[src/rtl/uart_rx_ctrl.sv]
// UART receive buffer: captures bytes with a framing flag into a FIFO, keeps sticky error status, and raises level and character-timeout interrupts.
// Status updates one cycle after a push or pop and irq one cycle after that; a push into a full FIFO without a pop is dropped and sets ovr.
module uart_rx_ctrl #(
  parameter int DATA_WIDTH   = 8,
  parameter int ADDR_WIDTH   = 4,
  parameter int TIMEOUT_BCLK = 640
) (
  input  logic                  clk_i,
  input  logic                  rst_ni,
  input  logic                  bclk_i,
  input  logic                  rx_done_i,
  input  logic [DATA_WIDTH-1:0] rx_dout_i,
  input  logic                  rx_line_i,
  input  logic                  en_i,
  input  logic                  flush_i,
  input  logic                  clr_err_i,
  input  logic [ADDR_WIDTH:0]   thresh_i,
  input  logic                  rd_en_i,
  output logic [DATA_WIDTH:0]   rd_data_o,
  output logic                  rd_valid_o,
  output logic [ADDR_WIDTH:0]   level_o,
  output logic                  empty_o,
  output logic                  full_o,
  output logic                  ovr_o,
  output logic                  ferr_o,
  output logic                  timeout_o,
  output logic                  irq_o
);

  localparam int                  DEPTH   = 2 ** ADDR_WIDTH;
  localparam int                  CW      = (TIMEOUT_BCLK > 1) ? $clog2(TIMEOUT_BCLK) : 1;
  localparam logic [ADDR_WIDTH:0] LVL_MAX = (ADDR_WIDTH + 1)'(DEPTH);
  localparam logic [ADDR_WIDTH:0] LVL_ONE = (ADDR_WIDTH + 1)'(1);
  localparam logic [ADDR_WIDTH-1:0] PTR_ONE = ADDR_WIDTH'(1);
  localparam logic [CW-1:0]       CNT_MAX = CW'(TIMEOUT_BCLK - 1);
  localparam logic [CW-1:0]       CNT_ONE = CW'(1);

  typedef enum logic [1:0] {T_IDLE, T_COUNT, T_EXPIRED} tstate_e;

  logic [DATA_WIDTH:0]   mem [DEPTH];
  logic [ADDR_WIDTH-1:0] wr_ptr_q, wr_ptr_d, rd_ptr_q, rd_ptr_d;
  logic [ADDR_WIDTH:0]   level_q, level_d;
  logic [DATA_WIDTH:0]   rd_data_q;
  logic                  rd_valid_q, ovr_q, ovr_d, ferr_q, ferr_d, irq_q, irq_d;
  tstate_e               state_q, state_d;
  logic [CW-1:0]         cnt_q, cnt_d;

  logic empty, full, push_req, pop_ok, push_ok, activity;

  assign empty    = (level_q == '0);
  assign full     = (level_q == LVL_MAX);
  assign push_req = rx_done_i & en_i;
  assign pop_ok   = rd_en_i & ~empty & ~flush_i;
  // A full FIFO still accepts a push when the head leaves in the same cycle.
  assign push_ok  = push_req & (~full | pop_ok) & ~flush_i;
  assign activity = push_ok | pop_ok;

  always_comb begin
    wr_ptr_d = wr_ptr_q;
    rd_ptr_d = rd_ptr_q;
    level_d  = level_q;
    if (flush_i) begin
      wr_ptr_d = '0;
      rd_ptr_d = '0;
      level_d  = '0;
    end else begin
      if (push_ok) wr_ptr_d = wr_ptr_q + PTR_ONE;
      if (pop_ok)  rd_ptr_d = rd_ptr_q + PTR_ONE;
      case ({push_ok, pop_ok})
        2'b10:   level_d = level_q + LVL_ONE;
        2'b01:   level_d = level_q - LVL_ONE;
        default: level_d = level_q;
      endcase
    end
  end

  // Set events beat a simultaneous clear.
  assign ovr_d  = (push_req & full & ~pop_ok & ~flush_i) | (ovr_q & ~clr_err_i);
  assign ferr_d = (push_ok & ~rx_line_i) | (ferr_q & ~clr_err_i);
  assign irq_d  = ((thresh_i != '0) && (level_q >= thresh_i)) |
                  (state_q == T_EXPIRED) | ovr_q | ferr_q;

  always_comb begin
    state_d = state_q;
    cnt_d   = cnt_q;
    if (flush_i || level_d == '0) begin
      state_d = T_IDLE;
      cnt_d   = '0;
    end else begin
      case (state_q)
        T_IDLE: begin
          state_d = T_COUNT;
          cnt_d   = '0;
        end
        T_COUNT: begin
          if (activity) begin
            cnt_d = '0;
          end else if (bclk_i) begin
            if (cnt_q == CNT_MAX) begin
              state_d = T_EXPIRED;
              cnt_d   = '0;
            end else begin
              cnt_d = cnt_q + CNT_ONE;
            end
          end
        end
        T_EXPIRED: begin
          if (activity) begin
            state_d = T_COUNT;
            cnt_d   = '0;
          end
        end
        default: begin
          state_d = T_IDLE;
          cnt_d   = '0;
        end
      endcase
    end
  end

  always_ff @(posedge clk_i) begin
    if (push_ok) mem[wr_ptr_q] <= {~rx_line_i, rx_dout_i};
  end

  always_ff @(posedge clk_i or negedge rst_ni) begin
    if (!rst_ni) begin
      wr_ptr_q   <= '0;
      rd_ptr_q   <= '0;
      level_q    <= '0;
      rd_data_q  <= '0;
      rd_valid_q <= 1'b0;
      ovr_q      <= 1'b0;
      ferr_q     <= 1'b0;
      irq_q      <= 1'b0;
      state_q    <= T_IDLE;
      cnt_q      <= '0;
    end else begin
      wr_ptr_q   <= wr_ptr_d;
      rd_ptr_q   <= rd_ptr_d;
      level_q    <= level_d;
      rd_valid_q <= pop_ok;
      if (pop_ok) rd_data_q <= mem[rd_ptr_q];
      ovr_q      <= ovr_d;
      ferr_q     <= ferr_d;
      irq_q      <= irq_d;
      state_q    <= state_d;
      cnt_q      <= cnt_d;
    end
  end

  assign rd_data_o  = rd_data_q;
  assign rd_valid_o = rd_valid_q;
  assign level_o    = level_q;
  assign empty_o    = empty;
  assign full_o     = full;
  assign ovr_o      = ovr_q;
  assign ferr_o     = ferr_q;
  assign timeout_o  = (state_q == T_EXPIRED);
  assign irq_o      = irq_q;

endmodule

[config.mk]
export PLATFORM = sky130hd
export DESIGN_NAME = uart_rx_ctrl
export DESIGN_NICKNAME = d
export VERILOG_FILES = /design/src/rtl/uart_rx_ctrl.sv
export SDC_FILE = /design/constraint.sdc
export NUM_CORES = 1
export LEC_CHECK = 0
export ABC_CLOCK_PERIOD_IN_PS = 6200
export BUFFER_PORTS_ARGS = -buffer_cell sky130_fd_sc_hd__buf_2
export CAP_MARGIN = 20
export CORE_MARGIN = 5
export CORE_UTILIZATION = 40
export CTS_BUF_LIST = sky130_fd_sc_hd__clkbuf_16
export DETAILED_ROUTE_END_ITERATION = 7
export PLACE_DENSITY = 0.64
export SYNTH_ARGS = -nofsm -noshare
export SYNTH_HDL_FRONTEND = slang
export SYNTH_SLANG_ARGS = --single-unit
[constraint.sdc]
create_clock -name clk_i -period 6.2 [get_ports clk_i]
set_clock_uncertainty 0.05 [all_clocks]
set_input_delay 0.31 -clock clk_i [delete_from_list [all_inputs] [get_ports clk_i]]
set_output_delay 0.31 -clock clk_i [all_outputs]
set_load 0.03 [all_outputs]
After elaboration in Yosys (flattened, before gate mapping)
Memories as Yosys holds them, arrays and structs flattened. A register that Yosys moved wholly into a read port is not among the register bits.
Index checks and enable logic that the tools add are counted.
Cells by class
  add/subtract/negate cells: 5
  eq/ne operators: 11
  $lt $le $gt $ge: 1
  bitwise operators: 24
  reduce and logical (&&, ||, !) cells: 11
  muxes and demuxes: 20
Operators by type and width (number)
  two-way mux 10 bit: 5
  one-hot mux 10 bit (2 select lines): 1
  two-way mux 4 bit: 4
  bitwise AND 1 bit: 11
  adder 10 x 1 -> 10 bit, second input constant: 1
  equality test 10 bit, second input constant: 1
  zero test 5 bit: 2
  two-way mux 2 bit: 5
  one-hot mux 5 bit (2 select lines): 1
  != test 3 bit, second input constant: 3
  adder 4 x 1 -> 4 bit, second input constant: 2
  bitwise OR 1 bit: 7
  inverter 1 bit: 6
  one-hot mux 2 bit (3 select lines): 1
  adder 5 x 1 -> 5 bit, second input constant: 1
  equality test 5 bit, second input constant: 1
  >= comparator 5 bit: 1
  two-way mux 5 bit: 1
  nonzero test 5 bit: 1
  subtractor 5 x 1 -> 5 bit, second input constant: 1
  equality test 2 x 1 -> 1 bit, second input constant: 2
  equality test 2 bit, second input constant: 2
  != test 4 bit, second input constant: 1
  AND reduction 4 bit: 1
  8 further kinds: 10
Word-level totals
  memories kept: 1
  RAM bits: 144
  bits in registers: 29
Memory list
  mem: words 16, width 9, read ports 1, clocked after Yosys merged registers in 1, write ports 1, RTL line 40  | logic [DATA_WIDTH:0] mem [DEPTH];

Longest topological paths before layout
  depth after elaboration: 14
  mapped depth: 13
  mapped depth without buffers: 11

Worst setup path before layout
OpenSTA, ideal clock, no wires.
  kind: reg-to-reg
  start point: register level_q[1] (netlist: level_o[1])
  end point: register cnt_q[6]
  path slack: 2.755 ns
  setup time: 0.120 ns
  path buffers: 2
  stages on the path, launching flop included: 13
  arrival time: 3.275 ns
  period minus slack after synthesis: 3.445 ns
  data required time: 6.030 ns
  cells stage by stage: dfrtp_1 > or4_4 > o21a_4 > and2_4 > buf_6 > ha_1 > ha_1 > nor2b_1 > o22ai_1 > xnor3_1 > o31ai_2 > buf_4 > nor2_1
On the way
  word-level cells in the longest chain between the ends: 14
  elaborated cells between the ends (all ways): 24
  those cells by class: 2 x add/sub; 5 x eq/ne; 5 x mux; 8 x bitwise; 4 x reduce/logical
RTL lines
  start, declared: RTL line 42  | logic [ADDR_WIDTH:0] level_q, level_d;
  start signal, assigned: RTL line 140  | level_q <= level_d;
  zero test 5 bit (*): RTL line 50  | assign empty = (level_q == '0);
  inverter 1 bit (*): RTL line 53  | assign pop_ok = rd_en_i & ~empty & ~flush_i;
  bitwise AND 1 bit (*) (2 in series): RTL line 53
  named net pop_ok: RTL line 48  | logic empty, full, push_req, pop_ok, push_ok, activity;
  bitwise OR 1 bit: RTL line 55  | assign push_ok = push_req & (~full | pop_ok) & ~flush_i;
  bitwise AND 1 bit (2 in series): RTL line 55
  equality test 2 x 1 -> 1 bit / equality test 2 bit (equally long branches): RTL line 69  | case ({push_ok, pop_ok})
  one-hot mux 5 bit (2 select lines): RTL line 69
  two-way mux 5 bit: RTL line 62  | if (flush_i) begin
  zero test 5 bit: RTL line 86  | if (flush_i || level_d == '0) begin
  logical OR 1 bit: RTL line 86
  != test 4 bit (no source line) / != test 3 x 1 -> 1 bit (equally long branches)
  AND reduction 2 bit (no source line)
  end signal, assigned: RTL line 147  | cnt_q <= cnt_d;
  end, declared: RTL line 46  | logic [CW-1:0] cnt_q, cnt_d;
The timed path passes the listed nets; every way through them passes the cells marked *.
A chain may end at the register's enable or synchronous reset.

Worst setup path in the final report
  start point: register level_q[1] (netlist: level_o[1])
  end point: register cnt_q[0]
On the way
  word-level cells in the longest chain between the ends: 14
  elaborated cells between the ends (all ways): 24
  those cells by class: 2 x add/sub; 5 x eq/ne; 5 x mux; 8 x bitwise; 4 x reduce/logical
RTL lines (RTL line)
  zero test 5 bit: 50
  inverter 1 bit: 53
  bitwise AND 1 bit (2 in series): 53
  bitwise OR 1 bit: 55
  bitwise AND 1 bit (2 in series): 55
  equality test 2 x 1 -> 1 bit / equality test 2 bit (equally long branches): 69
  one-hot mux 5 bit (2 select lines): 69
  two-way mux 5 bit: 62
  zero test 5 bit: 86
  logical OR 1 bit: 86
  != test 4 bit (no source line) / != test 3 x 1 -> 1 bit (equally long branches)
  AND reduction 2 bit (no source line)
Parallel ways exist; a longest one is shown, timed or not.

==> impl_metrics.toml <==
[run_status]
status = "completed"

[drt]
wl_um = 16000
route.detailed.drc = 0
viasPerCell = 5.41
drtAntennaViolNets = 0
firstDrtPassIters = 4
vias = 4330
routedWlPerCell_um = 20.0
initialDrtViolationCount = 362

[global_route]
grt.total_usage_pct = 15.1
antenna_found_initial = 0
grt_overflow_total = 0
met2_usage_pct = 25.8
grt_pass1_vias = 4619
met3_usage_pct = 4.21
grt_first_pass_wirelength_um = 25300
top_usage_layer = "met2"
grt_max_degree = 40
met1_usage_pct = 18.9

[worst_setup_path]
crit_required_ps = 6420
cp-end-kind = "register"
crit_type = "reg -> reg"
crit_end = "cnt_q[0]"
startpoint_type = "register"
regToRegSetupSlack_ps = 2090
crit_path_max_fanout = 11
reg2reg_from = "level_o[1]"
startpoint = "level_o[1]"
worst_r2r_path_depth = 11
r2r-end = "cnt_q[0]"
critPathArrivalTime_ps = 4340

[clock_tree]
hold_buffers = 1
cts_resized = 0
postCtsSetupBuffers = 0
cts.clk_slew.worst_paths_ps = 70
cts_tree = "yes"
cts.sinks = 182
cts_made_buffers = 17
clk_latency_ps = 430
clockRootBuffer = "clkbuf_16"
htreeDepth = 4
clock_path_buffers = 2

[floorplanning]
rows = 51
die_h_um = 150
start_util_pct = 40.4
fp.dieArea_um2 = 22400
boundaryPins = 43
die_w_um = 150
core-area_um2 = 19300

[sta]
rsz0062_at_grt = "no"
hold_viol = 0
tns_ps = 0
hold_slack_ps = 49.2
final.period_utilization_pct = 66.4
fin_crit_ps = 4110
finalMaxSlewViolations = 0
worstMarginPinSlew_ps = 890
finalWorstSetupSlack_ps = 2090
max_slew_margin_pct = 40.6
fmax_ghz = 0.243
finalSetupViolCount = 0

[final_layout]
finalNetCount = 561
final_common_cell = "edfxtp_1"
fill_cells = 1673
multiInputGateArea_um2 = 2350
antennaDiodeCount = 0
layout_common_cells = "edfxtp_1 (144), buf_2 (42), dfrtp_1 (37)"
finalInstanceArea_um2 = 8860
ff_latch_area_um2 = 5280
drive_above_1_share_pct = 23.9
area_growth_pct = 13.4

[placement]
placed_area_um2 = 8260
port_buffers = 42
place.gp.congestion = 0.798
dp_worst_setup_slack_ps = 2150
dpl.hpwl_um = 10200

[logic_synthesis]
synth_top_area_share_pct = 55.3
synthCells = 478
netlist_area_um2 = 7810
synthArstFlopShare_pct = 20.9
ys_seq_area_share_pct = 67.5
synth-seq-cells = 182
synth.largest_area_cell = "edfxtp_1"
synth_flop_cell = "edfxtp_1"
synth_nets = 517
synthTopCellsByArea = "edfxtp_1 (55%), dfrtp_1 (12%), mux4_2 (10%)"
synth_cell_type_count = 53
syn_area_per_cell_um2 = 16.3
synth_edf_count = 144
yosysWarnings = 0

[hold_path]
hold_path_class = "in -> reg"

[pwr]
power_density_nw_per_um2 = 311
power.leakage_nw = 3.12
peakVddDrop_v = 0.000247

[run]
drv_cap = 0
[logic make-up (layout without fill, tap and decap cells)]
kind of cell | Yosys count | in the layout | synth area share [%]
AOI/OAI and AO/OA | 57 | 57 | 4.95
xor gates and xnor gates | 10 | 10 | 1.30
adders and majority gates | 17 | 17 | 2.82
buffers and inverters | 39 | 96 | 2.42
DFF | 182 | 182 | 67.5
muxes | 56 | 56 | 13.1
and+or+nand+nor | 117 | 117 | 7.91
[cells in the mapped netlist, drive strengths merged (3+ instances only)]
cell type	count
clkbuf	5
xnor2	5
inv	17
a21oi	15
nand2	23
dfrtp	38
and3	6
nand2b	5
edfxtp	144
nor2	23
mux2	9
buf	16
a31oi	4
o21ai	14
nand3b	4
mux4	36
or2	3
mux2i	11
nand4	6
ha	16
nor3	6
xor2	4
a21o	3
and2	16
o311ai	10
nand3	11
nor4	3
nor2b	5
[worst max-delay path, stage by stage, from the launching register on]
cell and delay, ps:
dfrtp_1 470, nor4_1 380, nand2_1 160, o21ai_1 480
ha_1 370, inv_1 130, fa_1 400, nor2b_1 220
o22ai_1 190, xnor3_1 250, o31ai_2 750, nor2_1 130
[report_power, final]
group | switching [mW] | internal [mW]
combinational | 0.189 | 0.106
clock | 0.496 | 0.573
sequential | 0.0335 | 1.36
[per-layer routing]
metal | routed length [um] | part of all wire [%] | vias up
met4 | 253 | 1.6 | 0
met3 | 889 | 5.6 | 23
met1 | 6690 | 42 | 2235
li1 | - | - | 1961
met2 | 8150 | 51 | 111
met5 | 0 | 0 | -
[cell type report]
type	instances	share of cell area, %
flip-flops and latches	182	59.6
multi-input cells	257	26.5
clock buffers	17	4.80
well taps	265	3.74
repair buffers	46	2.74
clock inverters	15	1.84
inverters	18	0.819
[metrics by stage]
| stage | utilization [%] | cells | total power, mW |
|---|---|---|---|
| floorplan | - | 478 | 1.61 |
| global placement | 42.7 | 767 | 1.70 |
| detailed placement | 42.7 | 767 | 1.71 |
| CTS | 45.8 | 800 | 2.78 |
| global route | 45.8 | 800 | 2.86 |
| finish | 45.8 | 800 | 2.75 |
[state kept, by name, summed over array words and instances, names as in the netlist, 2 cells and up]
register and flops:
mem 144, cnt_q 10, rd_data_o 9, level_o 5
rd_ptr_q 4, wr_ptr_q 4, state_q 2
[worst min-delay path by stage]
stage / endpoint / slack, ps / cells after the start / from
after floorplan: cnt_q[0] / -40 / 0 / rst_ni
after global placement: level_o[1] / 420 / 1 / rst_ni
after detailed placement: level_o[1] / 440 / 1 / rst_ni
after CTS: ferr_o / 30 / 2 / rx_line_i
after global routing: ferr_o / 40 / 2 / rx_line_i
final: ferr_o / 50 / 2 / rx_line_i
Note: power is estimated with default switching activity, not from simulation.
